$ cat src/rtl/sysid_pkg.sv
// Shared constants for the system-ID / uptime register block.
package sysid_pkg;

  // Word offsets within the 8-word register window.
  typedef enum logic [2:0] {
    REG_ID        = 3'd0,
    REG_TS        = 3'd1,
    REG_UPTIME_LO = 3'd2,
    REG_UPTIME_HI = 3'd3,
    REG_CTRL      = 3'd4,
    REG_PRESCALE  = 3'd5,
    REG_SCRATCH0  = 3'd6,
    REG_SCRATCH1  = 3'd7
  } reg_addr_e;

  // CTRL register bit positions.
  localparam int unsigned CTRL_EN  = 0;
  localparam int unsigned CTRL_CLR = 1;

  // Width of the free-running uptime counter.
  localparam int unsigned UPTIME_W = 64;

endpackage

$ cat src/rtl/sysid_uptime.sv
// Prescaled 64-bit uptime counter with a high-word snapshot taken on low-word reads.
module sysid_uptime
  import sysid_pkg::*;
#(
  parameter int unsigned         PRESCALE_W = 16,
  parameter logic [UPTIME_W-1:0] CNT_RST    = '0
) (
  input  logic                  clock,
  input  logic                  reset_n,
  input  logic                  en,
  input  logic                  clr,
  input  logic [PRESCALE_W-1:0] prescale,
  input  logic                  prescale_wr,
  input  logic                  snap,
  output logic [31:0]           count_lo,
  output logic [31:0]           snap_hi
);

  logic [PRESCALE_W-1:0] pscnt_q, pscnt_d;
  logic [UPTIME_W-1:0]   cnt_q,   cnt_d;
  logic [31:0]           snap_q,  snap_d;
  logic                  tick;

  // Next-state: prescaler wrap drives the counter tick; clear beats tick,
  // and the snapshot captures the pre-increment high word.
  always_comb begin
    tick    = en && (pscnt_q == prescale);
    pscnt_d = pscnt_q;
    cnt_d   = cnt_q;
    snap_d  = snap_q;
    if (en) begin
      pscnt_d = tick ? '0 : pscnt_q + PRESCALE_W'(1);
    end
    if (tick) begin
      cnt_d = cnt_q + UPTIME_W'(1);
    end
    if (clr || prescale_wr) begin
      pscnt_d = '0;
    end
    if (clr) begin
      cnt_d = '0;
    end
    if (snap) begin
      snap_d = cnt_q[UPTIME_W-1:32];
    end
  end

  // State registers for prescaler, counter and snapshot.
  always_ff @(posedge clock or negedge reset_n) begin
    if (!reset_n) begin
      pscnt_q <= '0;
      cnt_q   <= CNT_RST;
      snap_q  <= '0;
    end else begin
      pscnt_q <= pscnt_d;
      cnt_q   <= cnt_d;
      snap_q  <= snap_d;
    end
  end

  assign count_lo = cnt_q[31:0];
  assign snap_hi  = snap_q;

endmodule

$ cat src/rtl/sysid_regs.sv
// System-ID slave: ID/timestamp words, uptime counter, CTRL, PRESCALE and
// scratch registers behind an Avalon-MM slave with fixed read latency 1.
// UPTIME_RST presets the counter out of reset; leave at 0 for normal builds.
module sysid_regs
  import sysid_pkg::*;
#(
  parameter logic [31:0]         SYSTEM_ID    = 32'h0000_0000,
  parameter logic [31:0]         TIMESTAMP    = 32'd0,
  parameter int unsigned         PRESCALE_W   = 16,
  parameter logic [31:0]         PRESCALE_RST = 32'd0,
  parameter logic [UPTIME_W-1:0] UPTIME_RST   = '0
) (
  input  logic        clock,
  input  logic        reset_n,
  input  logic        chipselect,
  input  logic [2:0]  address,
  input  logic        read,
  input  logic        write,
  input  logic [31:0] writedata,
  output logic [31:0] readdata,
  output logic        readdatavalid
);

  reg_addr_e             addr;
  logic                  rd_en, wr_en;
  logic                  en_q, en_d;
  logic [PRESCALE_W-1:0] prescale_q, prescale_d;
  logic [31:0]           scratch0_q, scratch0_d;
  logic [31:0]           scratch1_q, scratch1_d;
  logic [31:0]           readdata_q, readdata_d;
  logic                  rvalid_q, rvalid_d;
  logic                  clr, prescale_wr, snap;
  logic [31:0]           count_lo, snap_hi;
  logic [31:0]           rdata, prescale_rd;

  assign addr  = reg_addr_e'(address);
  assign rd_en = chipselect & read;
  assign wr_en = chipselect & write;

  assign clr         = wr_en && (addr == REG_CTRL) && writedata[CTRL_CLR];
  assign prescale_wr = wr_en && (addr == REG_PRESCALE);
  assign snap        = rd_en && (addr == REG_UPTIME_LO);

  sysid_uptime #(
    .PRESCALE_W (PRESCALE_W),
    .CNT_RST    (UPTIME_RST)
  ) u_uptime (
    .clock       (clock),
    .reset_n     (reset_n),
    .en          (en_q),
    .clr         (clr),
    .prescale    (prescale_q),
    .prescale_wr (prescale_wr),
    .snap        (snap),
    .count_lo    (count_lo),
    .snap_hi     (snap_hi)
  );

  // Write decode for the RW registers; RO words ignore writes.
  always_comb begin
    en_d       = en_q;
    prescale_d = prescale_q;
    scratch0_d = scratch0_q;
    scratch1_d = scratch1_q;
    if (wr_en) begin
      case (addr)
        REG_CTRL:     en_d       = writedata[CTRL_EN];
        REG_PRESCALE: prescale_d = writedata[PRESCALE_W-1:0];
        REG_SCRATCH0: scratch0_d = writedata;
        REG_SCRATCH1: scratch1_d = writedata;
        default:      ;
      endcase
    end
  end

  // Read mux from current register values, so a same-cycle write reads old data.
  always_comb begin
    prescale_rd                 = '0;
    prescale_rd[PRESCALE_W-1:0] = prescale_q;
    rdata                       = '0;
    case (addr)
      REG_ID:        rdata = SYSTEM_ID;
      REG_TS:        rdata = TIMESTAMP;
      REG_UPTIME_LO: rdata = count_lo;
      REG_UPTIME_HI: rdata = snap_hi;
      REG_CTRL:      rdata[CTRL_EN] = en_q;
      REG_PRESCALE:  rdata = prescale_rd;
      REG_SCRATCH0:  rdata = scratch0_q;
      REG_SCRATCH1:  rdata = scratch1_q;
      default:       rdata = '0;
    endcase
    readdata_d = rd_en ? rdata : readdata_q;
    rvalid_d   = rd_en;
  end

  // Register state and the registered read response.
  always_ff @(posedge clock or negedge reset_n) begin
    if (!reset_n) begin
      en_q       <= 1'b1;
      prescale_q <= PRESCALE_RST[PRESCALE_W-1:0];
      scratch0_q <= '0;
      scratch1_q <= '0;
      readdata_q <= '0;
      rvalid_q   <= 1'b0;
    end else begin
      en_q       <= en_d;
      prescale_q <= prescale_d;
      scratch0_q <= scratch0_d;
      scratch1_q <= scratch1_d;
      readdata_q <= readdata_d;
      rvalid_q   <= rvalid_d;
    end
  end

  assign readdata      = readdata_q;
  assign readdatavalid = rvalid_q;

endmodule
$ cat config.mk
export PLATFORM = sky130hd
export DESIGN_NAME = sysid_regs
export DESIGN_NICKNAME = d
export VERILOG_FILES = /design/src/rtl/sysid_pkg.sv /design/src/rtl/sysid_uptime.sv /design/src/rtl/sysid_regs.sv
export SDC_FILE = /design/constraint.sdc
export NUM_CORES = 1
export LEC_CHECK = 0
export ABC_AREA = 1
export CORE_MARGIN = 4
export CORE_UTILIZATION = 55
export CTS_CLUSTER_SIZE = 24
export DETAILED_ROUTE_END_ITERATION = 12
export PLACE_DENSITY = 0.82
export SLEW_MARGIN = 20
export SYNTH_ARGS = -nofsm -noshare
export SYNTH_HDL_FRONTEND = slang
export SYNTH_SLANG_ARGS = --single-unit
$ cat constraint.sdc
create_clock -name clock -period 2.33 [get_ports clock]
set_input_delay 0.699 -clock clock [delete_from_list [all_inputs] [get_ports clock]]
set_output_delay 0.699 -clock clock [all_outputs]
set_load 0.01 [all_outputs]
==> flow_summary_export.csv <==
group,metric,value,unit
sta,finalClockSkew,0.0107,ns
clock_network,htree_levels,1,
clock_network,clock-sinks,226,
grt,grt_max_degree,65,
setup_path,crit_fanout,2,
clock_network,clk_latency,0.54,ns
cells_and_area,multi_input_area,5290,um^2
route,wirelength,35400,um
placement,placedInstanceArea,13400,um^2
floorplanning,dieArea,24200,um^2
placement,routabilityCongestion,1.06,
setup_path,end_kind,"output port",
cells_and_area,seqCellArea,5660,um^2
clock_network,cts_inserted_buffers,26,
cells_and_area,fillCellCount,1737,
job,max_cap_viol_count,0,
sta,final_hold_viol_count,0,
grt,grt_antenna_before_repair,0,
synthesis,synth_seq_cells,226,
setup_path,critPathMaxStageDelay,0.57,ns
min_path,holdPathStages,2,
route,ant_nets,0,
grt,grt_overflow_total,0,
route,via_count,11300,
floorplanning,placementRows,53,
floorplanning,ios,73,
floorplanning,die_x,156,um
setup_path,crit_path_start_kind,"flop",
synthesis,synth_cell_types,30,
sta,slew_headroom,65.5,%
clock_network,clockBufferDepth,3,
setup_path,critPathTopFamily,"buffers and inverters",
floorplanning,core-area,21200,um^2
sta,worst_pin_slew,0.515,ns
clock_network,cts_tree,"done",
sta,drv_slew,0,
route,drc,0,
sta,rsz0062_at_grt,"no",
synthesis,yosysWarnings,0,
setup_path,rr_startpoint,"u_uptime.cnt_q[2]",
clock_network,clk_pin_slew,0.06,ns
synthesis,syn_nets,1684,
grt,grt_pass1_vias,11100,
setup_path,path_cells,"clkdlybuf4s50_1",
setup_path,cp_num_buf_inv,1,
route,wl_per_cell,17.4,um
synthesis,syn_area_per_cell,7.31,um^2
route,drt-pass1-iter-count,5,
synthesis,netlist_instances,1642,
sta,setup_viol,0,
setup_path,timing.rr.end,"u_uptime.cnt_q[39]",
sta,postLayoutSetupSlackWorst,0.139,ns
cells_and_area,final_common_cell,"nand2_1",
sta,fin_crit_sh,94.0,%
setup_path,reg2reg_setup_slack,0.26,ns
grt,grt_pass1_wl,58100,um
clock_network,cts-root-buf,"clkbuf_16",
placement,io_buffer_count,72,
setup_path,worst_path_max_delay_cell,"clkdlybuf4s50_1",
floorplanning,die_height,156,um
cells_and_area,layout_common_cells,"nand2_1, dfrtp_1, inv_1",
sta,finalCriticalPeriod,2.19,ns
placement,dp_hpwl,26200,um
placement,dpl_worst_slack,-0.113,ns
cells_and_area,layout-drive-gt1-share,7.02,%
setup_path,path_class,"reg2out",
cells_and_area,num_antenna_cells,0,
min_path,worstHoldEndpoint,"u_uptime.snap_hi[20]",
setup_path,cp.arrival,1.49,ns
pwr,cellPowerDensity,735,nW/um^2
floorplanning,initial_utilization,56.5,%
min_path,worstHoldStart,"u_uptime.snap_hi[20]",
pwr,leakagePower,6.57,nW
route,drt_iter0_markers,1164,
setup_path,cp_data_required_time,1.63,ns
cells_and_area,syn_to_final_growth,19.1,%
outcome,outcome,"complete, no violations",
setup_path,worst_r2r_path_depth,9,
min_path,hold_class,"reg2reg",
grt,track_usage,29.8,%
cells_and_area,num-nets-final,1775,
route,via_per_inst,5.56,
pwr,vdd_drop_max,0.434,mV
synthesis,synth_area,12000,um^2
synthesis,ys_seq_area_share,47.1,%
sta,clock.fmax,456,MHz
cells_and_area,stdcell_area,14300,um^2
==> logic make-up (layout without fill, tap and decap cells) <==
logic type / count (synthesis) / count (layout) / share of synthesized area (%)
and+or+nand+nor: 813 / 813 / 28.0
AOI/OAI and AO/OA: 284 / 284 / 12.7
buffers and inverters: 274 / 385 / 8.84
DFF: 226 / 226 / 47.1
xor gates and xnor gates: 43 / 43 / 3.14
adders and majority gates: 2 / 2 / 0.209
==> synthesized netlist by cell type, drive strengths merged <==
library cell | count | area (um^2)
nor3 | 10 | 76.3
nor2 | 177 | 727
ha | 2 | 25.0
o21ai | 199 | 996
dfrtp | 225 | 5630
buf | 23 | 119
inv | 215 | 807
o21bai | 1 | 7.51
xor2 | 39 | 342
nand4 | 22 | 138
o22ai | 50 | 313
or2 | 1 | 6.26
nand3 | 92 | 475
nand2 | 511 | 1930
clkbuf | 36 | 135
a21oi | 19 | 95.1
xnor2 | 4 | 35.0
dfstp | 1 | 26.3
a211oi | 15 | 113
==> registers in the layout, summed over array words and instances (netlist names) <==
signal,count
scratch1_q,32
readdata,32
readdatavalid,1
prescale_q,16
u_uptime.pscnt_q,16
u_uptime.cnt_q,64
scratch0_q,32
u_uptime.snap_hi,32
en_q,1
==> repair_timing <==
item                      CTS  global route
gates resized for setup     0             0
hold buffers                1             0
hold endpoints to repair   20             0
setup buffers               0             0
==> metrics by stage <==
step                hold slack (ns)  TNS, ns  util [%]  total power, mW  instances
global placement              0.461   -0.341      63.2             6.35       1979
global route                  0.514        0      67.4             11.0       2028
finish                        0.488        0      67.4             10.5       2028
detailed placement            0.472    -3.89      63.2             6.44       1979
CTS                           0.488        0      67.4             10.5       2028
floorplan                     0.403        0         -             5.68       1642
==> worst max path at each step <==
stage	start	to	cells past startpoint
3_3_place_gp	address[1]	readdata[26]	8
3_5_place_dp	address[0]	readdata[26]	7
4_1_cts	readdata[20]	readdata[20]	1
5_1_grt	readdata[12]	readdata[12]	1
6_report	readdata[20]	readdata[20]	1
2_1_floorplan	address[2]	u_uptime.cnt_q[44]	9
==> routing by layer <==
layer | global-route usage (%) | share of wire [%]
met1 | 43.5 | 43
met4 | 9.96 | 3.4
met3 | 4.44 | 8.0
met2 | 46.1 | 46
met5 | 0 | 0
==> power breakdown <==
part	internal (mW)	switching (mW)
logic	0.652	0.972
clock network	2.42	1.68
registers	4.47	0.303
==> cell type report <==
type / instances / area share, %
inverter: 215 / 5.65
clock buffer: 36 / 5.09
sequential: 226 / 39.6
timing repair buffer: 122 / 9.30
multi-input combinational: 1142 / 37.0
clock inverter: 12 / 0.937
tap: 275 / 2.41
(Power assumes the default switching activity.)
==> RTL change 1: new RTL, same flow settings <==
Register the output `readdata` once more, cleared by the reset; this adds one clock of latency there. The other outputs are not delayed to match.
--- a/src/rtl/sysid_regs.sv
+++ b/src/rtl/sysid_regs.sv
@@ -113,5 +113,11 @@
   end
 
-  assign readdata      = readdata_q;
+  always_ff @(posedge clock or negedge reset_n) begin
+    if (!reset_n) begin
+      readdata <= '0;
+    end else begin
+      readdata <= readdata_q;
+    end
+  end
   assign readdatavalid = rvalid_q;
 
Formal check against the unedited RTL: not equivalent (Yosys sat finds a counterexample within 4 cycles, from zero or initial values and one cycle with reset_n low).
==> RTL change 1 against the original RTL <==
Combinational power is 6% lower; clock skew shrank 0.53 ps; final area increased by 8.1%; sequential share of layout area is 2.2 points higher; highest routed layer unchanged; count of clock-buffer cells in the layout increased by 1; fmax grew 2.9%; routed wire length up 8.9%; critical endpoint is now readdata_q[15]; setup slack improved by 63 ps; area after synthesis increased by 9.1%; largest cell class unchanged; sequential cell count is 32 higher; global-route usage decreased by 0.46 points; total power up 9.6%.
==> RTL change 1: results (changes against the original RTL) <==
- Status: complete, no violations
- Area growth syn-to-layout: 18.13%
- Least-Margin Pin Slew: 412.9 ps (-102.3 ps)
- Largest net degree at the start of global routing: 72 (+11%)
- DP Wirelength: 28,550 um (+9.1%)
- GR met2 Demand/Resource: 46.25% (+0.19 points)
- Syn Nets: 1,754 (+4.2%)
- Total global-route track usage: 29.32% (-0.46 points)
- Post-synthesis mux area share: 0.1721% (+0.17 points)
- Synth Instances: 1,712 (+4.3%)
- Worst min path class: input port to asynchronous set/reset pin
- Worst reg-to-reg setup slack: 210 ps (-50 ps)
- Compound-Gate Fraction of Synth Area: 12.63% (-0.069 points)
- CP arrival: 2510 ps (+1020 ps)
- FF-to-FF path depth: 10 (+1)
- Setup WS pre-CTS: -288.4 ps (-175.0 ps)
- Final Wtd Congestion: 1.017 (-4.5%)
- Top post-synthesis cells by count: 515 x nand2_1, 257 x dfrtp_1, 226 x inv_1
- Leakage power: 6.943 nW (+5.7%)
- Placed insts: 2,100 (+6.1%)
- Worst hold slack: 33.75 ps (-454.4 ps)
- Post-Synth Adder-Cell Area: 0.1912% (-0.017 points)
- Vias in the first global route: 11.51k (+3.6%)
- Skew final: 10.22 ps (-0.5263 ps)
- Filler instances: 1,923 (+11%)
- XOR/XNOR Fraction of Synth Area: 1.673% (-1.5 points)
- GRT met3 Usage: 4.288% (-0.15 points)
- Cell variety after synth: 33 (+10%)
==> RTL change 1: cell count changes in the layout (fill, tap and decap cells not counted), moves of 16 or more <==
cell	delta
dfrtp_1	+32
nand4_1	+21
o21ai_1	-23
o21ai_2	+28
o22ai_1	+16
xor2_1	-16
==> RTL change 1: worst max-delay path by stage <==
stage | from | endpoint | slack, ps | cells past startpoint
floorplan | address[0] | u_uptime.cnt_q[22] | 490 | 10
global placement | address[0] | u_uptime.pscnt_q[2] | -130 | 9
detailed placement | address[2] | readdata_q[15] | -290 | 8
CTS | readdata[26] | readdata[26] | 200 | 1
global route | u_uptime.cnt_q[1] | u_uptime.cnt_q[62] | 120 | 10
finish | address[2] | readdata_q[15] | 200 | 8
==> RTL change 1: worst register-to-register path, delay by kind of cell, from the launching register on <==
family,cells,cell delay (ps)
fa+ha+maj,1,230
simple gates,8,1130
flops,1,490
compound gates,1,180
==> RTL change 1: routing by layer <==
metal  wire length, um  up-vias
met5                 0        -
met3              3762       66
met1             16570     5777
met4               777        0
li1                  -     5668
met2             17440      571
==> RTL change 1: power breakdown <==
| part | switching, mW | leakage [nW] | internal [mW] |
|---|---|---|---|
| sequential | 0.343 | 3.34 | 5.06 |
| combinational | 0.903 | 3.14 | 0.626 |
| clock | 1.79 | 0.464 | 2.79 |
==> RTL change 1: cell type report <==
type | instances | share of cell area, %
Sequential cell | 258 | 41.78
Multi-Input combinational cell | 1158 | 35.24
Timing Repair Buffer | 129 | 8.515
Inverter | 236 | 5.731
Clock buffer | 37 | 5.067
Tap cell | 319 | 2.582
Clock inverter | 11 | 1.085
==> RTL change 2: new RTL, config.mk and constraints unchanged <==
Without the edit above. `PRESCALE_W` is set to 16 in 2 places; all go to 20.
--- a/src/rtl/sysid_uptime.sv
+++ b/src/rtl/sysid_uptime.sv
@@ -3,5 +3,5 @@
   import sysid_pkg::*;
 #(
-  parameter int unsigned         PRESCALE_W = 16,
+  parameter int unsigned         PRESCALE_W = 20,
   parameter logic [UPTIME_W-1:0] CNT_RST    = '0
 ) (
--- a/src/rtl/sysid_regs.sv
+++ b/src/rtl/sysid_regs.sv
@@ -7,5 +7,5 @@
   parameter logic [31:0]         SYSTEM_ID    = 32'h0000_0000,
   parameter logic [31:0]         TIMESTAMP    = 32'd0,
-  parameter int unsigned         PRESCALE_W   = 16,
+  parameter int unsigned         PRESCALE_W   = 20,
   parameter logic [31:0]         PRESCALE_RST = 32'd0,
   parameter logic [UPTIME_W-1:0] UPTIME_RST   = '0
Check against the original RTL: not equivalent (a bounded check fails within 4 cycles, from zero or initial values and one cycle with reset_n low).
==> RTL change 2 against the original RTL <==
Routed wire length up 11%; area after synthesis rose by 4.8%; largest cell class unchanged; die area up 4.6%; worst hold slack worse by 440 ps; cell count grew 4.6%; total power fell by 1.1%; critical endpoint is now readdata[17]; sequential cell count rose by 8; setup slack lost 42 ps; final area increased by 4.0%; combinational power about the same.
==> RTL change 2: results (changes against the original RTL) <==
- Total global-route track usage: 30.81% (+1.0 points)
- Sequential cell count: 234 (+3.5%)
- Leakage power: 6.538 nW (-0.51%)
- Synth top area cells: dfrtp_1 46%, nand2_1 17%, nor2_1 5.1%, inv_1 4.9%, o21ai_0 4.2%
- Clk_buf instances: 35 (-2.8%)
- WL met2: 18,360 um (+14%)
- Layout cells sized above 1: 9.418% (+2.4 points)
- Placed insts: 2,079 (+5.1%)
- Post-Place Cell Area: 14,050 um2 (+4.7%)
- Skew final: 22.58 ps (+11.84 ps)
- TritonRoute pass-1 iters: 6 (+1)
- P_clk: 3.98 mW (-3%)
- Initial Util: 55.73% (-0.81 points)
- CP max stage delay: 590 ps (+20 ps)
- Clock Network Area Fraction: 5.495% (-0.54 points)
- Post-Synth Adder-Cell Area: 0.1989% (-0.0096 points)
- Worst min path class: input port to asynchronous set/reset pin
- Max VDD drop: 0.0004793 V (+10%)
- Bufs w/o clock: 133 (+9.0%)
- Status: complete, no violations
- Filler instances: 1,931 (+11%)
- Via density: 5.801 (+4.3%)
- Met1 wire length: 16,270 um (+7.2%)
- Compound-Gate Fraction of Synth Area: 11.95% (-0.76 points)
- Wire per inst: 18.59 um (+6.6%)
- RR Endpoint: u_uptime.cnt_q[55]
- Total Nets Final: 1,864 (+5.0%)
- GR met2 Demand/Resource: 49.81% (+3.7 points)
- DP Wirelength: 29,860 um (+14%)
- GRT met3 Usage: 6.498% (+2.1 points)
- First-pass GRT wire length: 63,280 um (+9.0%)
- Setup crit end: readdata[17]
- Fraction of area in multi-input gates: 38.35% (+1.3 points)
- Cell variety after synth: 37 (+23%)
- # hold bufs at CTS: 0 (-1)
- CP arrival: 1530 ps (+40 ps)
- Routed wl met3: 3679 um (+29%)
- Psw: 2.903 mW (-1.7%)
- FF/Latch Area: 5857 um2 (+3.5%)
- Violation count after the first detailed-route iteration: 1,515 (+30%)
- Signal inverters: 190 (-12%)
- Worst-Skew Late Latency: 550 ps
- XOR/XNOR Fraction of Synth Area: 0.9051% (-2.2 points)
- NonClk Buf Share: 9.559% (+0.26 points)
- Register area share after synthesis: 46.56% (-0.58 points)
- Multi-input combinational gate total: 1,237 (+8.3%)
[RTL change 2: changes by cell type after synthesis, sizes merged, moves of 9 or more]
cell / delta
nand2: +87
nand4: +59
xor2: -29
nand3: -26
inv: -25
o22ai: -15
nor2: +11
a211oi: +9
[RTL change 2: metrics by stage]
step / util, % / setup WS (ps) / total power, mW
2_1_floorplan: - / 487.0 / 5.673
3_5_place_dp: 62.26 / -128.9 / 6.448
4_1_cts: 65.88 / 93.17 / 10.40
6_report: 65.88 / 97.34 / 10.39
3_3_place_gp: 62.26 / -66.97 / 6.381
5_1_grt: 65.88 / 66.05 / 10.84
[RTL change 2: cell families (layout without fill, tap and decap cells)]
family | after synthesis | after routing
simple gates | 950 | 950
compound gates | 272 | 272
buf+inv | 255 | 366
flops | 234 | 234
xor+xnor | 13 | 13
fa+ha+maj | 2 | 2
